--- src/rtl/uart_rx.sv ---
// uart_rx: 8-bit UART receiver with optional even parity.
// Reports each character with a one-cycle word_done strobe and flags parity
// and framing errors. The serial line is synchronised before use, and every
// decision is made on the synchronised copy.
module uart_rx #(
    parameter int CLK_FREQ  = 8000000,
    parameter int BAUD_RATE = 115200,
    parameter int PARITY_EN = 0
) (
    input  logic       clk_in,
    input  logic       reset,
    input  logic       rx,
    input  logic       rx_en,
    output logic [7:0] rx_data,
    output logic       word_done,
    output logic       parity_err,
    output logic       frame_err
);

    // Bit period in clocks (rounded) and half of it, for mid-bit sampling.
    localparam int DIV  = (CLK_FREQ + BAUD_RATE / 2) / BAUD_RATE;
    localparam int HALF = DIV / 2;

    // Counter terminal values. The counter runs 0..N-1, so a sample lands
    // exactly N edges after the counter was cleared.
    localparam logic [15:0] DIV_LAST  = 16'(DIV - 1);
    localparam logic [15:0] HALF_LAST = 16'(HALF - 1);

    typedef enum logic [2:0] {
        IDLE,
        START,
        DATA,
        PARITY,
        STOP,
        WAIT_IDLE
    } state_t;

    state_t      state;
    state_t      next_state;

    logic        rx_meta;
    logic        rxs;

    logic [15:0] cnt;
    logic [15:0] cnt_next;
    logic [2:0]  bit_idx;
    logic [2:0]  bit_next;

    logic [7:0]  shift;
    logic        shift_en;
    logic        par_bit;
    logic        par_load;
    logic        stop_load;
    logic        stop_bit;
    logic        done_pend;

    // Two-flop synchroniser for the asynchronous serial line; idles high.
    always_ff @(posedge clk_in or negedge reset) begin
        if (!reset) begin
            rx_meta <= 1'b1;
            rxs     <= 1'b1;
        end else begin
            rx_meta <= rx;
            rxs     <= rx_meta;
        end
    end

    // State, bit counter and bit index registers.
    always_ff @(posedge clk_in or negedge reset) begin
        if (!reset) begin
            state   <= IDLE;
            cnt     <= 16'd0;
            bit_idx <= 3'd0;
        end else begin
            state   <= next_state;
            cnt     <= cnt_next;
            bit_idx <= bit_next;
        end
    end

    // Next-state logic: decides when to sample and what each sample means.
    always_comb begin
        next_state = state;
        cnt_next   = cnt + 16'd1;
        bit_next   = bit_idx;
        shift_en   = 1'b0;
        par_load   = 1'b0;
        stop_load  = 1'b0;
        case (state)
            IDLE: begin
                cnt_next = 16'd0;
                if (rx_en && !rxs) begin
                    next_state = START;
                end
            end
            START: begin
                if (cnt == HALF_LAST) begin
                    cnt_next = 16'd0;
                    bit_next = 3'd0;
                    if (rxs) begin
                        next_state = IDLE;
                    end else begin
                        next_state = DATA;
                    end
                end
            end
            DATA: begin
                if (cnt == DIV_LAST) begin
                    cnt_next = 16'd0;
                    shift_en = 1'b1;
                    bit_next = bit_idx + 3'd1;
                    if (bit_idx == 3'd7) begin
                        if (PARITY_EN != 0) begin
                            next_state = PARITY;
                        end else begin
                            next_state = STOP;
                        end
                    end
                end
            end
            PARITY: begin
                if (cnt == DIV_LAST) begin
                    cnt_next   = 16'd0;
                    par_load   = 1'b1;
                    next_state = STOP;
                end
            end
            STOP: begin
                if (cnt == DIV_LAST) begin
                    cnt_next  = 16'd0;
                    stop_load = 1'b1;
                    if (rxs) begin
                        next_state = IDLE;
                    end else begin
                        next_state = WAIT_IDLE;
                    end
                end
            end
            WAIT_IDLE: begin
                cnt_next = 16'd0;
                if (rxs) begin
                    next_state = IDLE;
                end
            end
            default: begin
                cnt_next   = 16'd0;
                next_state = IDLE;
            end
        endcase
    end

    // Frame datapath: LSB-first shift register, parity term and stop capture.
    // The stop sample only arms done_pend; outputs update one edge later.
    always_ff @(posedge clk_in or negedge reset) begin
        if (!reset) begin
            shift     <= 8'h00;
            par_bit   <= 1'b0;
            stop_bit  <= 1'b1;
            done_pend <= 1'b0;
        end else begin
            done_pend <= stop_load;
            if (shift_en) begin
                shift <= {rxs, shift[7:1]};
            end
            if (par_load) begin
                par_bit <= (^shift) ^ rxs;
            end
            if (stop_load) begin
                stop_bit <= rxs;
            end
        end
    end

    // Output registers: strobe for one cycle and hold results until next frame.
    always_ff @(posedge clk_in or negedge reset) begin
        if (!reset) begin
            rx_data    <= 8'h00;
            word_done  <= 1'b0;
            parity_err <= 1'b0;
            frame_err  <= 1'b0;
        end else begin
            word_done <= done_pend;
            if (done_pend) begin
                rx_data    <= shift;
                parity_err <= (PARITY_EN != 0) ? par_bit : 1'b0;
                frame_err  <= ~stop_bit;
            end
        end
    end

endmodule

--- config.mk ---
export PLATFORM = sky130hd
export DESIGN_NAME = uart_rx
export DESIGN_NICKNAME = d
export VERILOG_FILES = /design/src/rtl/uart_rx.sv
export SDC_FILE = /design/constraint.sdc
export NUM_CORES = 1
export LEC_CHECK = 0
export ABC_AREA = 1
export CAP_MARGIN = 10
export CORE_MARGIN = 8
export CORE_UTILIZATION = 42
export CTS_CLUSTER_DIAMETER = 150
export DETAILED_ROUTE_END_ITERATION = 10
export PLACE_DENSITY_LB_ADDON = 0.15
export SYNTH_ARGS = -nofsm -noshare
export SYNTH_HDL_FRONTEND = slang
export SYNTH_SLANG_ARGS = --single-unit
--- constraint.sdc ---
create_clock -name clk_in -period 2 [get_ports clk_in]
set_input_delay 0.4 -clock clk_in [delete_from_list [all_inputs] [get_ports clk_in]]
set_output_delay 0.4 -clock clk_in [all_outputs]
set_load 0.02 [all_outputs]
==> results.toml <==
[grt]
grt_pass1_vias = 1609
grt_start_max_net_pins = 25
grt-ovfl-total = 0
grt_util_all_layers_pct = 11.82
grt_pass1_wl_um = 7148
antenna_found_initial = 0

[setup_path]
crit_chain = "clkdlybuf4s50_1"
arrival_ns = 1.26
critical-path-max-stage-delay_ns = 0.60
crit_type = "reg -> out"
crit_slowest_cell = "clkdlybuf4s50_1"
critPathBufInv = 1
cp-startpoint = "rx_data[7]"
cp_top_family = "buffers and inverters"
reg2reg_from = "cnt[0]"
crit_path_start_kind = "flop"
endpoint_kind = "output port"
critical_path.max_fanout = 2
cp_data_required_time_ns = 1.60

[power]
clkPwrFrac_pct = 27.7
swShare_pct = 33.70
ir_worst_vdd_uv = 277.6
finalPower_mw = 2.071
power_leakage_nw = 1.165
p_int_mw = 1.373
p_comb_share_pct = 24.0
switchingPower_mw = 0.6979
seq_power_share_pct = 48.3
power.density_nw_per_um2 = 851.1

[placed_design]
preCtsSetupSlack_ns = 0.3712
gp_congestion = 0.8096
place_hpwl_um = 2939
placed_area_um2 = 2341
io_buffer_count = 13

[clock_network]
post_cts.repair.setup_buffers = 0
postCtsResizedCells = 0
clock_tree.buffer_depth = 2
cts.sinks = 44
cts_tree = "yes"
ctsHoldBuffers = 0
clk_latency_ns = 0.29
numCtsBuffers = 5
cts_root_buf = "clkbuf_8"
htree_num_levels = 2
clk_pin_slew_worst_paths_ns = 0.08

[cells_and_area]
final_nets = 283
drive_above_1_share_pct = 11.27
final_cell_mix = "91 x nand2_1, 41 x dfrtp_1, 37 x nor2_1"
n_antenna_cell = 0
final_common_cell = "nand2_1"
final_area_um2 = 2434
areaGrowthSynthToFinish_pct = 14.14

[timing]
layout_setup_ws_ns = 0.3413
report.final.setup_viol = 0
max_freq_ghz = 0.6029
fin_worst_skew_ns = 0.004327
rsz0062_at_grt = "false"
period_minus_slack_ns = 1.659
holdWs_ns = 0.06163
finalHoldViolCount = 0
tns_ns = 0
finalCritPeriodShare_pct = 82.94
finalMaxSlewViolations = 0

[floorplan]
die_y_um = 87.25
die_w_um = 87.25
dieArea_um2 = 7613
num_rows = 26
placeableCoreArea_um2 = 5010
initial_utilization_pct = 42.56
pin_count = 15

[job]
drv.max_cap_violation_count = 0

[logic_synthesis]
seq_area_frac_synth_pct = 51.82
ys_ff_latch = 44
synth.distinct_cells = 30
synth_area_per_cell_um2 = 8.296
syn_inst = 257
synth_nets = 266
syn_area_um2 = 2132
ys_warn_count = 0

[drt]
drtIter0Drc = 50
vias = 1561
drc = 0
drt_pass1_iterations = 4
wirelength_um = 3876
detail_route.wl_per_cell_um = 11.23
via_per_inst = 4.525
ant_nets = 0

[worst_hold_path]
hold_class = "in -> async"

[status]
status = "finished, final reports clean"
[layout make-up]
cell class	instances	area, um2
Inverter	22	85.08
Clock buffer	6	82.58
Clock inverter	2	10.01
Multi-Input combinational cell	186	910.9
Timing Repair Buffer	15	152.6
Fill cell	530	2576
Tap cell	70	87.58
Sequential cell	44	1105
[stage by stage]
stage / util, % / instances
6_report: 48.58 / 345
5_1_grt: 48.58 / 345
4_1_cts: 48.58 / 345
3_5_place_dp: 46.73 / 337
3_3_place_gp: 46.73 / 337
2_1_floorplan: - / 257
[synthesized netlist by cell type]
cell type,count,area (um2)
xnor2_1,4,35.03
dfrtp_1,41,1026
o21ai_1,2,10.01
buf_2,1,5.000
nor2_4,2,22.52
nand4_1,6,37.54
nand2_4,3,33.78
clkbuf_1,2,7.510
a31oi_1,2,12.51
nor3_1,2,10.01
nand3b_1,2,15.01
ha_1,5,62.56
buf_6,1,11.26
nor2_1,37,138.9
buf_4,1,7.510
nand2_1,91,341.6
nand3_2,2,20.02
a31o_2,1,8.760
conb_1,1,3.750
nand2_2,2,12.51
o21ai_0,3,15.01
o21a_1,2,15.01
inv_1,20,75.07
nor2_2,5,31.28
inv_4,1,6.260
dfstp_2,3,78.83
nand3_1,9,45.04
a21oi_1,1,5.000
xor2_1,4,35.03
inv_2,1,3.750
[registers in the layout (all words and copies together), names as in the netlist]
register / cells
frame_err: 1
rxs: 1
cnt: 16
word_done: 1
done_pend: 1
shift: 8
state: 3
bit_idx: 3
rx_meta: 1
rx_data: 8
stop_bit: 1
[metal layers]
metal | up-vias | track usage [%] | routed length (um)
met1 | 711 | 13.72 | 1804
li1 | 825 | - | -
met2 | 20 | 19.83 | 1841
met3 | 5 | 3.396 | 174
met5 | - | 0 | 0
met4 | 0 | 4.844 | 55
[path summary, 6_finish.rpt]
| path | end | slack [ns] | depth (start not counted) |
|---|---|---|---|
| hold / removal | shift[7] | 0.06 | 1 |
| max in group asynchronous | rx_meta | 1.36 | 2 |
| setup reg to reg | shift[4] | 0.43 | 9 |
| hold reg to reg | rxs | 0.36 | 0 |
| min in group clk_in | rxs | 0.36 | 0 |
| setup / recovery | rx_data[7] | 0.34 | 1 |
[power groups by stage]
stage	clock network, mW	logic (mW)	registers [mW]
2_1_floorplan	0	0.414	1.00
3_3_place_gp	0	0.502	1.02
6_report	0.574	0.497	1.00
3_5_place_dp	0	0.506	1.02
4_1_cts	0.598	0.508	0.999
5_1_grt	0.626	0.590	1.01
[cells by family after synthesis]
group                      synth area share, %
AOI/OAI and AO/OA                        3.110
xor gates and xnor gates                 3.286
adders and majority gates                2.934
buffers and inverters                    5.458
DFF                                      51.82
other                                   0.1759
and+or+nand+nor                          33.22
No activity file was read; power rests on OpenSTA's default activity.
